`config.mk`:
```
export PLATFORM = sky130hd
export DESIGN_NAME = rr_stream_mux
export DESIGN_NICKNAME = d
export VERILOG_FILES = /design/src/rtl/rr_stream_mux.sv
export SDC_FILE = /design/constraint.sdc
export NUM_CORES = 1
export LEC_CHECK = 0
export ABC_AREA = 1
export CORE_AREA = 2 2 90 92
export DETAILED_ROUTE_END_ITERATION = 7
export DIE_AREA = 0 0 92 94
export MAX_ROUTING_LAYER = met4
export PLACE_DENSITY_LB_ADDON = 0.25
export SLEW_MARGIN = 20
export SYNTH_ARGS = -nofsm -noshare
export SYNTH_HDL_FRONTEND = slang
export SYNTH_SLANG_ARGS = --single-unit
```
`constraint.sdc`:
```
create_clock -name clk -period 6.1 [get_ports clk]
set_clock_uncertainty 0.1 [all_clocks]
set_input_delay 0.61 -clock clk [delete_from_list [all_inputs] [get_ports clk]]
set_output_delay 0.61 -clock clk [all_outputs]
set_load 0.005 [all_outputs]
```
`src/rtl/rr_stream_mux.sv`:
```
// rr_stream_mux: N-channel registered stream mux with round-robin or fixed-priority arbitration.
// Optional packet lock (grant held until in_last) is enabled by defining RR_STREAM_MUX_PKT_LOCK_EN.
module rr_stream_mux #(
    parameter int WIDTH = 32,
    parameter int N     = 4,
    parameter int SELW  = $clog2(N)
) (
    input  logic               clk,
    input  logic               rst_n,
    input  logic               mode,
    input  logic [N*WIDTH-1:0] in_data,
    input  logic [N-1:0]       in_valid,
    output logic [N-1:0]       in_ready,
    input  logic [N-1:0]       in_last,
    output logic [WIDTH-1:0]   out_data,
    output logic               out_valid,
    input  logic               out_ready,
    output logic [SELW-1:0]    out_sel
);
    logic [WIDTH-1:0] r_data;
    logic             r_valid;
    logic [SELW-1:0]  r_sel;
    logic [SELW-1:0]  r_ptr;
    logic [SELW-1:0]  w_grant;
    logic [SELW-1:0]  w_idx;
    logic [SELW-1:0]  w_next_ptr;
    logic             w_any;
    logic             w_load;
`ifdef RR_STREAM_MUX_PKT_LOCK_EN
    logic             r_lock;
    logic [SELW-1:0]  r_lock_ch;
`else
    logic             w_unused_last;
    assign w_unused_last = ^in_last;
`endif

    assign w_load     = !r_valid || out_ready;
    assign w_next_ptr = (w_grant == SELW'(N - 1)) ? '0 : w_grant + 1'b1;
    assign in_ready   = (rst_n && w_load && w_any) ? N'(1) << w_grant : '0;
    assign out_data   = r_data;
    assign out_valid  = r_valid;
    assign out_sel    = r_sel;

    // Scan from the far end so the lowest offset (highest precedence) is written last.
    always_comb begin
        w_any   = 1'b0;
        w_grant = '0;
        w_idx   = '0;
        for (int k = N - 1; k >= 0; k--) begin
            w_idx = mode ? SELW'(k) : SELW'((int'(r_ptr) + k) % N);
            if (in_valid[w_idx]) begin
                w_any   = 1'b1;
                w_grant = w_idx;
            end
        end
`ifdef RR_STREAM_MUX_PKT_LOCK_EN
        if (r_lock) begin
            w_any   = in_valid[r_lock_ch];
            w_grant = r_lock_ch;
        end
`endif
    end

    always_ff @(posedge clk or negedge rst_n) begin
        if (!rst_n) begin
            r_data    <= '0;
            r_valid   <= 1'b0;
            r_sel     <= '0;
            r_ptr     <= '0;
`ifdef RR_STREAM_MUX_PKT_LOCK_EN
            r_lock    <= 1'b0;
            r_lock_ch <= '0;
`endif
        end else if (w_load) begin
            r_valid <= w_any;
            if (w_any) begin
                r_data <= in_data[int'(w_grant)*WIDTH +: WIDTH];
                r_sel  <= w_grant;
`ifdef RR_STREAM_MUX_PKT_LOCK_EN
                if (in_last[w_grant]) begin
                    r_lock <= 1'b0;
                    r_ptr  <= w_next_ptr;
                end else begin
                    r_lock    <= 1'b1;
                    r_lock_ch <= w_grant;
                end
`else
                r_ptr <= w_next_ptr;
`endif
            end
        end
    end
endmodule

```
* After elaboration in Yosys (flattened, before gate mapping)
Index checks and enable logic that the tools add are counted.
Storage, ports and cells: register bits 37, latch bits 0, RAM bits 0, memory bits (read-only) 0, output and inout bits 39, word-level logic and storage cells 42, memories kept 0
Cells by class: add/sub/neg operators 4, $mul 0, divide/modulo/power cells 0, order comparisons 4, eq/ne operators 1, shifts and indexed selects 2, mux-type cells 22, bitwise logic cells 0, reduce and logical (&&, ||, !) cells 5
Operator list (count):
- $shiftx 128x8->32 | 1
- $mux 2 | 9
- $lt 2x3->1 const B | 4
- $bmux 1 s2 | 4
- $mux 1 | 8
- $add 2x1->2 const B | 2
- $add 2x2->2 const B | 2
- $mux 4 | 1
- $shl 1x2->4 const A | 1
- $eq 2x2->1 const B | 1
- $logic_and 1x1->1 | 2
- $reduce_and 2->1 | 1
- $logic_not 1->1 | 1
- $logic_or 1x1->1 | 1

* Depth between registers and ports, before layout
Gate-level depths: netlist of the first run.
depth after elaboration 10, mapped depth 16

* Worst setup path after synthesis of the first run
Ideal clock, no wire load.
path type input -> output, start point input port mode, end point output port in_ready[3], data arrival time 1.897 ns, required time 5.390 ns, path slack 3.493 ns, stages on the path 15, buffers on the path 2, cell sequence inv_2 > nand2_2 > nand2_1 > nand3_1 > nand2_1 > inv_1 > nand2_1 > nand2_2 > nand2_2 > buf_6 > buf_4 > inv_2 > ha_1 > inv_1 > nor2_1
On the way: cells in the longest elaborated chain, start to end 9
RTL lines:
- start: declaration | line 10 | input logic mode,
- $mux 2 | line 50 | w_idx = mode ? SELW'(k) : SELW'((int'(r_ptr) + k) % N);
- $bmux 1 s2 | line 51 | if (in_valid[w_idx]) begin
- $mux 1 (not written as such) | line 51
- $mux 2 or $mux 1 (tied branches) (4 in a row) | line 51
- $shl 1x2->4 or $logic_and 1x1->1 (tied branches) | line 39 | assign in_ready = (rst_n && w_load && w_any) ? N'(1) << w_grant : '0;
- $mux 4 * | line 39
- end: declaration | line 13 | output logic [N-1:0] in_ready,
Mark *: on every way between the ends. The rest lies on a longest branch, timed or not. The select of a mux whose other input is x is not followed.

* Worst setup path after layout of the first run
Same ends and word-level chain as after synthesis.

==> flow_summary.ini, run 1 <==
[sta]
fmax_mhz = 249
rsz0062_at_grt = no
fin_crit_sh = 0.660
fin_ws_ps = 2080
setup_viol = 0
worst_slew_pin_slew_ps = 1010
tns_ps = 0
slew_headroom = 0.320
slew_viol_final = 0
fin_hold_ws_ps = 346
hold_viol_final = 0
min_period_ps = 4020

[placement]
place_congestion = 0.846
hpwl_um = 7100
io_buffers = 174
postPlaceCellArea_mm2 = 0.00495
pre_cts_ws_ps = 2100

[clocking]
clk_latency_ps = 270
post_cts_buffers = 0
clock-sinks = 37
root_buffer = clkbuf_8
ctsHoldBuffers = 0
cts_max_level = 2
clk_pin_slew_ps = 70
cts_buffers = 5
cts-resized-gates = 0
cts_max_path_buffers = 2
cts_tree = done

[floorplanning]
io_pins = 179
initial_core_util = 0.424
coreArea_mm2 = 0.00761
dieArea_mm2 = 0.00865
fp-row-count = 32
fp.dieW_um = 92
die_h_um = 94

[setup_path]
critical-path-max-stage-delay_ps = 540
cp.required_ps = 5390
slowest_stage = nand2_2
critPathKind = primary input to output port
crit_chain = clkdlybuf4s50_1, inv_2, nand2_2, nand2_1, nand2_1, inv_1, nand2_1, nand3_1, nand2_1, nand2_1, nand2_2, ha_1, inv_1, nor2_1, clkdlybuf4s50_1
endpoint_kind = output port
worst_path_most_repeated_cell = nand2_1
critPathArrivalTime_ps = 3310
cp_max_fo = 33
start_kind = primary input

[global_routing]
track_usage = 0.232
grt_pass1_vias = 3619
grt_antenna_before_repair = 0
grt-ovfl-total = 0
grt_pass1_wl_um = 15900
grt_max_degree = 57

[cells_and_area]
multiInputGateArea_mm2 = 0.00161
drive_above_1_share = 0.0303
area_delta_synth_final_pct = 56.0
nFillCells = 705
mostFrequentLayoutCell = nand2_1
final_nets = 865
final_area_mm2 = 0.00503
layout_common_cells = nand2_1, clkdlybuf4s50_1, inv_1, nand3_1, dfrtp_1
register_area_um2 = 926
n_antenna_cell = 0

[yosys]
synth.yosys.seq_area_share = 0.287
synth.avg_cell_area_um2 = 5.65
synth-seq-cells = 37
ys_types = 24
syn_area_mm2 = 0.00322
netlist_instances = 570
syn_nets = 711
yosysWarnings = 0

[detailed_routing]
drt-initial-drc-count = 124
drtAntennaViolNets = 0
firstDrtPassIters = 5
vias_per_cell = 4.67
drc = 0
wl_per_cell_um = 11.7
vias = 3859
drt_wl_total_um = 9660

[power_and_ir_drop]
clockPowerShare = 0.088
power.switching_mw = 0.862
leakage_nw = 2.81
swShare = 0.459
powerDensity_mw_per_mm2 = 374
peakVddDrop_uv = 303
combinationalPowerShare = 0.680
seqPwrFrac = 0.231
p_int_mw = 1.02
finalPower_mw = 1.88

[outcome]
outcome = finished, final reports clean

[hold_path]
hold_path.class = primary input to asynchronous set/reset pin

[run]
maxCapViolCount = 0
## critical path: cells and delay by family
family	cells	cell delay, ps
adders and majority gates	1	290
buffers and inverters	5	1190
and+or+nand+nor	9	1230
## power groups by stage
stage / registers [mW] / logic [mW] / clock network [mW]
2_1_floorplan: 0.446 / 0.824 / 0
3_3_place_gp: 0.433 / 1.25 / 0
3_5_place_dp: 0.436 / 1.28 / 0
4_1_cts: 0.435 / 1.29 / 0.172
5_1_grt: 0.451 / 1.46 / 0.180
6_report: 0.435 / 1.28 / 0.166
## flip-flops by register name, summed over array words and instances, names as in the netlist
name / cells
out_data: 32
out_sel: 2
r_ptr: 2
out_valid: 1
## path summary, 6_finish.rpt
path,startpoint,end,slack (ps),cells past startpoint
max,mode,in_ready[3],2080,15
min,rst_n,out_data[17],350,1
max reg2reg,r_ptr[0],out_data[2],3420,14
min reg2reg,out_data[16],out_data[16],380,2
max in group asynchronous,rst_n,r_ptr[0],5000,1
min in group clk,out_data[16],out_data[16],380,2
## cell usage after synthesis
cell / count / area [um^2]
buf_1: 1 / 3.75
buf_2: 16 / 80.1
buf_4: 6 / 45.0
buf_6: 2 / 22.5
clkbuf_1: 7 / 26.3
clkinv_1: 1 / 3.75
dfrtp_1: 37 / 926
ha_1: 1 / 12.5
inv_1: 132 / 495
inv_2: 3 / 11.3
nand2_1: 203 / 762
nand2_2: 4 / 25.0
nand3_1: 132 / 661
nand3_2: 2 / 20.0
nand4_1: 1 / 6.26
nor2_1: 5 / 18.8
nor2_2: 1 / 6.26
nor3_1: 3 / 15.0
o21a_1: 1 / 7.51
o21ai_0: 1 / 5.00
o21ai_1: 1 / 5.00
o21ai_2: 1 / 8.76
o22ai_1: 1 / 6.26
or2_1: 8 / 50.1
## through the flow
step / std cells / util
2_1_floorplan: 570 / -
3_3_place_gp: 819 / 0.650
3_5_place_dp: 819 / 0.650
4_1_cts: 827 / 0.661
5_1_grt: 827 / 0.661
6_report: 827 / 0.661
## per-layer routing
metal,global-route usage,part of all wire,vias to the layer above
met3,0.0401,0.065,15
met4,0.0684,0.016,0
li1,-,-,2004
met5,-,0,-
met2,0.431,0.52,130
met1,0.254,0.40,1710
## cell type report
type,count,area share
Timing Repair Buffer,179,0.353
Inverter,136,0.102
Clock buffer,8,0.0159
Tap cell,102,0.0254
Sequential cell,37,0.184
Multi-Input combinational cell,365,0.320
## kinds of logic (layout without fill, tap and decap cells)
group           after synthesis  count (layout)  synth area share
compound gates                5               5            0.0101
fa+ha+maj                     1               1           0.00388
buf+inv                     168             323             0.214
flops                        37              37             0.287
simple gates                359             359             0.485
No activity file was read; power rests on OpenSTA's default activity.
==> run 2, diff against run 1 <==
--- a/config.mk
+++ b/config.mk
@@ -6,9 +6,9 @@
 export NUM_CORES = 1
 export LEC_CHECK = 0
 export ABC_AREA = 1
-export CORE_AREA = 2 2 90 92
+export CORE_AREA = 2 2 93 95
 export DETAILED_ROUTE_END_ITERATION = 7
-export DIE_AREA = 0 0 92 94
+export DIE_AREA = 0 0 95 97
 export MAX_ROUTING_LAYER = met4
 export PLACE_DENSITY_LB_ADDON = 0.25
 export SLEW_MARGIN = 20
==> constraint.sdc (replaced) <==
create_clock -name clk -period 3.8 [get_ports clk]
set_clock_uncertainty 0.1 [all_clocks]
set_input_delay 0.38 -clock clk [delete_from_list [all_inputs] [get_ports clk]]
set_output_delay 0.38 -clock clk [all_outputs]
set_load 0.005 [all_outputs]
==> run 2 against run 1 <==
Flip-flop and latch count did not move. First-iteration DRC count fell by 9.7%. Critical path depth fell by 1. Wire length rose by 1.4%. Clock power rose by 66%. Count of clock-buffer cells in the layout fell by 2. Sequential power rose by 62%. Worst setup slack got worse by 1500 ps. Sequential share of layout area fell by 0.16 points. Total power rose by 62%. Combinational power rose by 62%. Largest cell class unchanged. Largest power group unchanged.
==> flow_summary.ini, run 2 (same netlist as run 1, synthesis figures left out) <==
[cells_and_area]
drive_above_1_share = 0.0385
n_antenna_cell = 0
area_delta_synth_final_pct = 57.3
final_nets = 869
layout_common_cells = nand2_1, clkdlybuf4s50_1, inv_1, nand3_1, dfrtp_1
mostFrequentLayoutCell = nand2_1
largest_register_ffs = 32
fin_util = 0.623

[power_and_ir_drop]
peakVddDrop_uv = 327
finalPower_mw = 3.05
powerDensity_mw_per_mm2 = 601
leakage_nw = 2.84

[global_routing]
grt_pass1_vias = 3682
grt_pass1_wl_um = 16100
grt_max_degree = 57
grt_antenna_before_repair = 0
grt-ovfl-total = 0
track_usage = 0.222

[detailed_routing]
vias_per_cell = 4.68
drt-initial-drc-count = 112
vias = 3899
wl_per_cell_um = 11.8
firstDrtPassIters = 5
drtAntennaViolNets = 0
drt_wl_total_um = 9790
drc = 0

[floorplanning]
fp.dieW_um = 95
dieArea_mm2 = 0.00922
io_pins = 179
die_h_um = 97
initial_core_util = 0.396
coreArea_mm2 = 0.00813
fp-row-count = 33

[clocking]
cts_max_path_buffers = 2
ctsHoldBuffers = 0
cts-resized-gates = 0
root_buffer = clkbuf_8
cts_tree = done
cts_max_level = 2
clock-sinks = 37
clk_latency_ps = 280
post_cts_buffers = 0
clk_pin_slew_ps = 70
cts_buffers = 5

[setup_path]
reg2reg_slack_ps = 1410
crit_family = buffers and inverters
cp_max_fo = 21
endpoint_kind = output port
r2r_start = r_ptr[0]
worstSetupPathDepth = 14
critPathKind = primary input to output port
critPathArrivalTime_ps = 2760
worst_path_most_repeated_cell = nand2_1
reg2regPathDepth = 14
critPathLaunch = mode
slowest_stage = clkdlybuf4s50_1
r2r-end = out_data[9]
critical-path-max-stage-delay_ps = 540
cp.required_ps = 3320
crit_chain = clkdlybuf4s50_1, inv_2, nand2_2, nand2_1, nand2_1, inv_1, nand2_1, nand3_1, nand2_1, nand2_1, nand2_2, inv_1, nor3_1, clkdlybuf4s50_1
worstSetupEndpoint = in_ready[2]
worst-path-buf-inv = 5
start_kind = primary input

[sta]
hold_viol_final = 0
tns_ps = 0
rsz0062_at_grt = no
fin_hold_ws_ps = 89.2
worst_slew_pin_slew_ps = 578
fmax_mhz = 309
setup_viol = 0
fin_crit_sh = 0.852
min_period_ps = 3240
slew_headroom = 0.614
slew_viol_final = 0

[outcome]
outcome = finished, final reports clean

[placement]
io_buffers = 174
hpwl_um = 7320
place_congestion = 0.834

[hold_path]
hold_path.class = primary input to asynchronous set/reset pin

[run]
maxCapViolCount = 0
## run 2: changes by cell type in the layout (fill, tap and decap cells not counted), sizes merged
| cell | delta |
|---|---|
| buf | +4 |
| clkbuf | -2 |
| clkinvlp | +1 |
## run 2: cell type report
type / count / area (um^2)
fill: 761 / 3060
tap: 105 / 131
timing repair buffer: 183 / 1800
sequential: 37 / 926
multi-input combinational: 365 / 1610
clock inverter: 1 / 7.51
inverter: 136 / 510
clock buffer: 6 / 82.6
## run 2: where the power goes
group	internal [mW]	switching [mW]	total [mW]
sequential	0.592	0.113	0.705
clock	0.143	0.133	0.276
combinational	0.926	1.14	2.07
## run 2: worst min path at each step
stage	start	end	cells past startpoint
6_report	rst_n	out_data[31]	2
5_1_grt	rst_n	out_data[31]	2
4_1_cts	rst_n	out_data[31]	2
3_5_place_dp	out_data[7]	out_data[7]	2
3_3_place_gp	out_data[6]	out_data[6]	2
2_1_floorplan	rst_n	out_data[0]	0
## run 2: routing by layer
| metal | track usage | vias to the layer above | share of wire |
|---|---|---|---|
| li1 | - | 2009 | - |
| met1 | 0.250 | 1730 | 0.40 |
| met2 | 0.387 | 144 | 0.51 |
| met3 | 0.0467 | 16 | 0.074 |
| met4 | 0.0680 | 0 | 0.019 |
| met5 | - | - | 0 |
## run 2: metrics by stage
stage | instance area, um^2 | setup slack [ps] | cells
final | 5070 | 561 | 833
after global routing | 5070 | 281 | 833
after CTS | 5070 | 567 | 833
after detailed placement | 4980 | 568 | 826
after global placement | 4980 | 611 | 826
after floorplan | 3220 | 1630 | 570
